**config.mk**
```make
export PLATFORM = sky130hd
export DESIGN_NAME = ar_id_remap
export DESIGN_NICKNAME = d
export VERILOG_FILES = /design/src/rtl/ar_remap_pkg.sv /design/src/rtl/tag_free_list.sv /design/src/rtl/ar_id_remap.sv
export SDC_FILE = /design/constraint.sdc
export NUM_CORES = 1
export LEC_CHECK = 0
export CAP_MARGIN = 30
export CORE_ASPECT_RATIO = 2
export CORE_UTILIZATION = 51
export DETAILED_ROUTE_END_ITERATION = 16
export GPL_TIMING_DRIVEN = 0
export PLACE_DENSITY = 0.86
export SLEW_MARGIN = 20
export SYNTH_ARGS = -nofsm -noshare
export SYNTH_HDL_FRONTEND = slang
export SYNTH_SLANG_ARGS = --single-unit
```
**constraint.sdc**
```tcl
create_clock -name clk -period 7.9 [get_ports clk]
set_clock_uncertainty 0.05 [all_clocks]
set_input_delay 1.185 -clock clk [delete_from_list [all_inputs] [get_ports clk]]
set_output_delay 1.185 -clock clk [all_outputs]
set_load 0.02 [all_outputs]
```
**src/rtl/ar_remap_pkg.sv**
```systemverilog
// Shared AR-channel types for the ID remapper: burst encodings and the request payload.
package ar_remap_pkg;

  // The payload is sized for the widest supported address/length; narrower instances zero-extend.
  localparam int unsigned AR_ADDR_MAX = 64;
  localparam int unsigned AR_LEN_MAX  = 8;

  localparam logic [1:0] BURST_FIXED = 2'b00;
  localparam logic [1:0] BURST_INCR  = 2'b01;
  localparam logic [1:0] BURST_WRAP  = 2'b10;

  typedef struct packed {
    logic [AR_ADDR_MAX-1:0] addr;
    logic [AR_LEN_MAX-1:0]  len;
    logic [2:0]             size;
    logic [1:0]             burst;
    logic [3:0]             qos;
  } ar_req_t;

  function automatic logic burst_legal(input logic [1:0] b);
    return (b == BURST_FIXED) || (b == BURST_INCR) || (b == BURST_WRAP);
  endfunction

endpackage

```
**src/rtl/tag_free_list.sv**
```systemverilog
// Tag pool: busy vector, lowest-free-index allocator, release port and busy count.
module tag_free_list #(
  parameter  int unsigned NUM_TAGS  = 8,
  localparam int unsigned TAG_WIDTH = $clog2(NUM_TAGS),
  localparam int unsigned CNT_WIDTH = $clog2(NUM_TAGS) + 1
) (
  input  logic                 clk,
  input  logic                 rst,
  input  logic                 alloc,
  input  logic                 rel_valid,
  input  logic [TAG_WIDTH-1:0] rel_tag,
  output logic                 any_free,
  output logic [TAG_WIDTH-1:0] free_tag,
  output logic                 rel_hit,
  output logic [CNT_WIDTH-1:0] count
);

  logic [NUM_TAGS-1:0] busy;

  assign any_free = ~&busy;
  assign rel_hit  = rel_valid && busy[rel_tag];

  // Scan downward so the lowest free index wins.
  always_comb begin
    free_tag = '0;
    for (int i = int'(NUM_TAGS) - 1; i >= 0; i--) begin
      if (!busy[i]) free_tag = TAG_WIDTH'(i);
    end
  end

  // alloc and release never target the same tag: the allocator only picks tags idle this cycle.
  always_ff @(posedge clk) begin
    if (rst) begin
      busy  <= '0;
      count <= '0;
    end else begin
      if (alloc)   busy[free_tag] <= 1'b1;
      if (rel_hit) busy[rel_tag]  <= 1'b0;
      case ({alloc, rel_hit})
        2'b10:   count <= count + CNT_WIDTH'(1);
        2'b01:   count <= count - CNT_WIDTH'(1);
        default: count <= count;
      endcase
    end
  end

endmodule

```
**src/rtl/ar_id_remap.sv**
```systemverilog
// AR ID remapper: swaps the upstream AXI ID for a pool tag and remembers the original ID per tag.
module ar_id_remap
  import ar_remap_pkg::*;
#(
  parameter  int unsigned ID_WIDTH   = 4,
  parameter  int unsigned ADDR_WIDTH = 32,
  parameter  int unsigned LEN_WIDTH  = 8,
  parameter  int unsigned NUM_TAGS   = 8,
  localparam int unsigned TAG_WIDTH  = $clog2(NUM_TAGS),
  localparam int unsigned CNT_WIDTH  = $clog2(NUM_TAGS) + 1
) (
  input  logic                  clk,
  input  logic                  rst,
  input  logic                  up_valid,
  input  logic [ID_WIDTH-1:0]   up_id,
  input  logic [ADDR_WIDTH-1:0] up_addr,
  input  logic [LEN_WIDTH-1:0]  up_len,
  input  logic [2:0]            up_size,
  input  logic [1:0]            up_burst,
  input  logic [3:0]            up_qos,
  output logic                  up_ready,
  output logic                  dn_valid,
  output logic [TAG_WIDTH-1:0]  dn_id,
  output logic [ADDR_WIDTH-1:0] dn_addr,
  output logic [LEN_WIDTH-1:0]  dn_len,
  output logic [2:0]            dn_size,
  output logic [1:0]            dn_burst,
  output logic [3:0]            dn_qos,
  input  logic                  dn_ready,
  input  logic                  rel_valid,
  input  logic [TAG_WIDTH-1:0]  rel_tag,
  output logic [ID_WIDTH-1:0]   rel_orig_id,
  output logic                  rel_err,
  output logic [CNT_WIDTH-1:0]  outstanding
);

  logic                 any_free;
  logic [TAG_WIDTH-1:0] free_tag;
  logic                 rel_hit;
  logic                 accept;
  ar_req_t              up_req;
  ar_req_t              dn_req;
  logic [ID_WIDTH-1:0]  id_table [NUM_TAGS];

  tag_free_list #(
    .NUM_TAGS (NUM_TAGS)
  ) u_free_list (
    .clk       (clk),
    .rst       (rst),
    .alloc     (accept),
    .rel_valid (rel_valid),
    .rel_tag   (rel_tag),
    .any_free  (any_free),
    .free_tag  (free_tag),
    .rel_hit   (rel_hit),
    .count     (outstanding)
  );

  // Ready looks only at pool state and the output slot, never at up_valid.
  assign up_ready = !rst && any_free && (!dn_valid || dn_ready);
  assign accept   = up_valid && up_ready;

  always_comb begin
    up_req       = '0;
    up_req.addr  = AR_ADDR_MAX'(up_addr);
    up_req.len   = AR_LEN_MAX'(up_len);
    up_req.size  = up_size;
    up_req.burst = up_burst;
    up_req.qos   = up_qos;
  end

  // Output slot: loads on accept, holds while stalled, drops valid after a bare handshake.
  always_ff @(posedge clk) begin
    if (rst) begin
      dn_valid <= 1'b0;
      dn_id    <= '0;
      dn_req   <= '0;
      rel_err  <= 1'b0;
    end else begin
      rel_err <= rel_valid && !rel_hit;
      if (accept) begin
        dn_valid <= 1'b1;
        dn_id    <= free_tag;
        dn_req   <= up_req;
      end else if (dn_ready) begin
        dn_valid <= 1'b0;
      end
    end
  end

  // Entries are left stale on release; only the busy vector says which are live.
  always_ff @(posedge clk) begin
    if (accept) id_table[free_tag] <= up_id;
  end

  assign rel_orig_id = id_table[rel_tag];

  assign dn_addr  = ADDR_WIDTH'(dn_req.addr);
  assign dn_len   = LEN_WIDTH'(dn_req.len);
  assign dn_size  = dn_req.size;
  assign dn_burst = dn_req.burst;
  assign dn_qos   = dn_req.qos;

endmodule

```
==> impl_metrics.csv, run 1 <==
group,metric,value,unit
run_status,status,"finished clean",
clock_network,cts-resized-gates,0,
clock_network,cts-root-buf,"clkbuf_16",
flow_run,drv_cap,0,
clock_network,clk-insertion-delay-late,0.34,ns
worst_setup_path,path_class,"in2out",
clock_network,cts_buffers,9,
yosys,synth_top_area_share,31.9,%
clock_network,htreeDepth,3,
power_and_ir_drop,p_leak,2.04,nW
timing,max_freq,217,MHz
clock_network,post_cts_buffers,0,
die,num_rows,46,
die,initial_core_util,52.5,%
global_route,grt_pass1_vias,3754,
yosys,synth_flop_cell,"dfxtp_1",
timing,setup_tns,0,ns
power_and_ir_drop,design_power_total,0.00114,W
worst_setup_path,worstPathCellList,"clkdlybuf4s50_1 -> buf_2 -> nor2b_1 -> a221oi_1 -> o21ai_0 -> clkdlybuf4s50_1",
min_path,min_path_type,"reg2reg",
drt,drt_iter0_markers,132,
clock_network,clockBufferDepth,2,
worst_setup_path,cp_data_arrival_time,3.37,ns
worst_setup_path,cp_num_buf_inv,3,
worst_setup_path,crit_path_frequent_cell,"clkdlybuf4s50_1",
yosys,syn-num-nets,478,
drt,first_pass_iters,5,
worst_setup_path,critPathMaxStageDelay,0.63,ns
yosys,ys_ff_latch,98,
global_route,grt_antenna_before_repair,0,
clock_network,path_clk_slew,0.06,ns
placed_design,dp_slack,3.32,ns
yosys,synth_edf_count,32,
yosys,ys_seq_area_share,55.1,%
final_layout,layout_common_cells,"121 x clkdlybuf4s50_1, 66 x dfxtp_1, 58 x a21oi_1, 52 x nand3_1, 44 x o21ai_0",
yosys,yosysTopAreaCell,"dfxtp_1",
final_layout,area_delta_synth_final,39.8,%
timing,slew_headroom,51.0,%
clock_network,cts_hold_buffers,0,
final_layout,nNetsFinal,610,
global_route,grt_usage,28.1,%
worst_setup_path,setup.worst_path.start_class,"input port",
drt,wirelength,11600,um
timing,tightest_slew,0.730,ns
power_and_ir_drop,cellPowerDensity,198,nW/um2
timing,setup_viol,0,
die,coreArea,7890,um2
worst_setup_path,endpoint_kind,"output pin",
drt,vias,3761,
power_and_ir_drop,ir_worst_vdd,0.158,mV
die,dieArea,8500,um2
worst_setup_path,path_max_fanout,10,
die,fp.dieW,65.7,um
drt,ant_nets,0,
yosys,synthArstFlopShare,0,%
timing,period_share,58.3,%
yosys,syn_area,4140,um2
timing,rsz0062_at_grt,"no",
worst_setup_path,cp_slowest_cell,"clkdlybuf4s50_1",
die,io-pin-count,124,
placed_design,port_buffers,121,
worst_setup_path,crit_family,"buffers and inverters",
global_route,grt_start_max_net_pins,16,
global_route,grt_pass1_wl,17900,um
placed_design,place_congestion,0.885,
yosys,ys_top_cells_by_area,"dfxtp_1 32%, edfxtp_1 23%, a21oi_1 7.0%",
timing,setup_ws,3.30,ns
drt,vias_per_cell,5.81,
die,fp.dieH,129,um
timing,min_period,4.60,ns
worst_setup_path,crit_required,6.66,ns
placed_design,hpwl,8540,um
yosys,netlist_instances,414,
drt,wl_per_cell,17.9,um
yosys,postSynthAreaPerCell,10.0,um2
drt,drc,0,
yosys,ys_types,49,
final_layout,final_common_cell,"clkdlybuf4s50_1",
final_layout,drive_above_1_share,9.80,%
clock_network,cts_tree,"done",
final_layout,insertedDiodeCount,0,
clock_network,clock-sinks,98,
global_route,grt_overflow_total,0,
timing,hold_viol,0,
timing,drv_slew,0,
yosys,yosysWarnings,0,
-- through the flow --
| step | hold slack [ns] | util, % | std cells | cell area [um2] |
|---|---|---|---|---|
| 2_1_floorplan | 0.487 | - | 414 | 4140 |
| 3_3_place_gp | 0.410 | 69.4 | 631 | 5470 |
| 3_5_place_dp | 0.418 | 69.4 | 631 | 5470 |
| 4_1_cts | 0.425 | 73.4 | 647 | 5790 |
| 5_1_grt | 0.439 | 73.4 | 647 | 5790 |
| 6_report | 0.422 | 73.4 | 647 | 5790 |
-- synthesized netlist by cell type, types with 4 or more instances --
cell type / n
a211oi_1: 4
a21oi_1: 58
a221oi_1: 4
buf_2: 17
clkbuf_1: 17
dfxtp_1: 66
edfxtp_1: 32
inv_1: 5
mux2_2: 4
mux2i_1: 5
nand2_1: 16
nand3_1: 52
nor2_1: 16
nor2b_1: 9
nor3_1: 5
o21ai_0: 44
o21ai_1: 11
-- metal layers --
metal	wire, um	vias up	part of all wire [%]	track usage [%]
li1	-	1781	-	-
met1	3960	1774	34	27.0
met2	6520	161	56	51.9
met3	554	45	4.8	6.78
met4	531	0	4.6	16.4
met5	0	-	0	0
-- cells by family after synthesis --
| group | Yosys count | share of synthesized area [%] |
|---|---|---|
| simple gates | 115 | 14.6 |
| fa+ha+maj | 3 | 0.907 |
| xor+xnor | 3 | 0.635 |
| mux | 13 | 4.29 |
| compound gates | 138 | 19.5 |
| buf+inv | 44 | 4.90 |
| flops | 98 | 55.1 |
-- flip-flops by register name, indices dropped and copies added (netlist names) --
| register | flops |
|---|---|
| dn_id | 3 |
| dn_size | 3 |
| u_free_list.busy | 8 |
| dn_len | 8 |
| dn_qos | 4 |
| dn_addr | 32 |
| dn_burst | 2 |
| dn_valid | 1 |
| id_table | 32 |
| u_free_list.count | 4 |
| rel_err | 1 |
-- where the power goes --
| group | internal (W) | switching, W | leakage [nW] |
|---|---|---|---|
| registers | 0.000535 | 0.00000848 | 0.827 |
| clock network | 0.000272 | 0.000179 | 0.154 |
| logic | 0.0000735 | 0.0000755 | 1.06 |
| total | 0.000881 | 0.000263 | 2.04 |
-- worst reg2reg max path: stages (launching register included) --
cell and delay [ns]:
dfxtp_1 0.32, buf_2 0.20, nand4_4 0.19, or2_1 0.27, clkbuf_1 0.18, nand2_1 0.23
ha_1 0.34, or3_1 0.41, o32ai_1 0.15, mux2_2 0.37
-- final timing paths --
kind / startpoint / endpoint / slack, ns / depth (start not counted)
worst max register to register: u_free_list.busy[2] / u_free_list.count[3] / 5.09 / 9
worst min-delay path: dn_addr[17] / dn_addr[17] / 0.42 / 2
worst min register to register: dn_addr[17] / dn_addr[17] / 0.42 / 2
worst max-delay path: rel_tag[1] / rel_orig_id[3] / 3.30 / 6
-- cell type report --
type / count / area (um2)
Sequential cell: 98 / 2280
Fill cell: 564 / 2100
Multi-Input combinational cell: 272 / 1660
Timing Repair Buffer: 121 / 1210
Clock buffer: 12 / 268
Buffer: 39 / 184
Tap cell: 96 / 120
Clock inverter: 4 / 47.5
Inverter: 5 / 18.8
Power figures use the tool's default switching activity.
==> inputs of run 2 (changes only) <==
Settings changed: CORE_UTILIZATION 51 to 42, PLACE_DENSITY 0.86 to 0.75.
Clock period 7.9 ns to 3.9 ns, I/O delays scaled along.
==> impl_metrics.csv, run 2 (synthesis gave the netlist of run 1 again) <==
group,metric,value,unit
die,fp.dieH,142,um
drt,wl_per_cell,16.8,um
drt,wirelength,11500,um
final_layout,final_common_cell,"clkdlybuf4s50_1",
clock_network,clk-insertion-delay-late,0.35,ns
final_layout,regArea,2280,um2
drt,first_pass_iters,4,
global_route,grt_pass1_vias,3791,
clock_network,cts_buffers,9,
worst_setup_path,path_class,"in2out",
global_route,grt_pass1_wl,18100,um
die,num_rows,50,
clock_network,cts-root-buf,"clkbuf_16",
drt,vias,3671,
clock_network,htreeDepth,3,
die,io-pin-count,124,
power_and_ir_drop,p_leak,2.03,nW
die,dieArea,10300,um2
drt,ant_nets,0,
timing,slew_headroom,47.0,%
worst_setup_path,crit_required,3.26,ns
clock_network,clockBufferDepth,2,
clock_network,cts-resized-gates,0,
placed_design,dp_slack,0.344,ns
min_path,min_path_type,"reg2reg",
timing,drv_slew,0,
clock_network,post_cts_buffers,0,
placed_design,port_buffers,121,
final_layout,drive_above_1_share,9.80,%
timing,max_freq,295,MHz
global_route,grt_antenna_before_repair,0,
die,coreArea,9450,um2
timing,min_period,3.39,ns
clock_network,clock-sinks,98,
placed_design,hpwl,8520,um
timing,period_share,87.0,%
power_and_ir_drop,ir_worst_vdd,0.318,mV
timing,setup_ws,0.507,ns
final_layout,area_delta_synth_final,40.5,%
timing,setup_tns,0,ns
placed_design,place_congestion,0.850,
final_layout,insertedDiodeCount,0,
timing,rsz0062_at_grt,"no",
worst_setup_path,cp_data_arrival_time,2.76,ns
drt,vias_per_cell,5.39,
clock_network,cts_hold_buffers,0,
global_route,grt_overflow_total,0,
drt,drc,0,
final_layout,fillers,756,
drt,drt_iter0_markers,202,
flow_run,drv_cap,0,
final_layout,nNetsFinal,610,
final_layout,multi_input_area,1660,um2
run_status,status,"finished clean",
global_route,grt_start_max_net_pins,17,
worst_setup_path,setup.worst_path.start_class,"input port",
die,fp.dieW,72.2,um
worst_setup_path,path_max_fanout,10,
final_layout,layout_common_cells,"121 x clkdlybuf4s50_1, 66 x dfxtp_1, 58 x a21oi_1, 52 x nand3_1, 44 x o21ai_0",
clock_network,cts_tree,"done",
worst_setup_path,endpoint_kind,"output pin",
power_and_ir_drop,cellPowerDensity,392,nW/um2
die,initial_core_util,43.8,%
timing,setup_viol,0,
clock_network,path_clk_slew,0.06,ns
global_route,grt_usage,23.1,%
timing,tightest_slew,0.788,ns
timing,hold_viol,0,
## run 2: cell count changes in the layout (fill, tap and decap cells not counted)
| cell | before | now |
|---|---|---|
| bufinv_16 | 1 | 0 |
| clkbuf_8 | 1 | 2 |
| clkinv_2 | 2 | 1 |
| clkinv_4 | 0 | 1 |
## run 2: area by class of cell
| cell class | count | share of cell area, % |
|---|---|---|
| flip-flops and latches | 98 | 39.2 |
| multi-input cells | 272 | 28.5 |
| repair buffers | 121 | 20.8 |
| clock buffers | 13 | 4.84 |
| plain buffers | 39 | 3.16 |
| well taps | 130 | 2.80 |
| clock inverters | 3 | 0.366 |
| inverters | 5 | 0.323 |
## run 2: worst max-delay path, cell delays in order
cell,delay [ns]
clkdlybuf4s50_1,0.56
buf_2,0.27
nor2b_1,0.37
a221oi_1,0.14
o21ai_0,0.20
clkdlybuf4s50_1,0.62
## run 2: path summary, 6_finish.rpt
kind | from | end | slack [ns] | cells after the start
max | rel_tag[1] | rel_orig_id[3] | 0.51 | 6
min | dn_addr[18] | dn_addr[18] | 0.42 | 2
max reg2reg | u_free_list.busy[6] | u_free_list.count[2] | 1.10 | 11
min reg2reg | dn_addr[18] | dn_addr[18] | 0.42 | 2
## run 2: metal layers
layer / global-route usage (%) / part of all wire (%) / wire, um
met1: 23.3 / 35 / 4070
met2: 42.1 / 57 / 6530
met3: 5.81 / 4.8 / 548
met4: 12.3 / 2.9 / 331
met5: 0 / 0 / 0
## run 2: power breakdown
part	switching (W)	total, W	internal (W)
combinational	0.000151	0.000300	0.000149
sequential	0.0000167	0.00110	0.00108
clock	0.000375	0.000881	0.000507
total	0.000543	0.00228	0.00174
## run 2: through the flow
| stage | hold slack, ns | cells | instance area [um2] | total power (W) | util (%) |
|---|---|---|---|---|---|
| final | 0.424 | 681 | 5820 | 0.00228 | 61.6 |
| after global routing | 0.444 | 681 | 5820 | 0.00236 | 61.6 |
| after CTS | 0.426 | 681 | 5820 | 0.00229 | 61.6 |
| after detailed placement | 0.420 | 665 | 5510 | 0.00142 | 58.4 |
| after global placement | 0.410 | 665 | 5510 | 0.00142 | 58.4 |
| after floorplan | 0.487 | 414 | 4140 | 0.00126 | - |
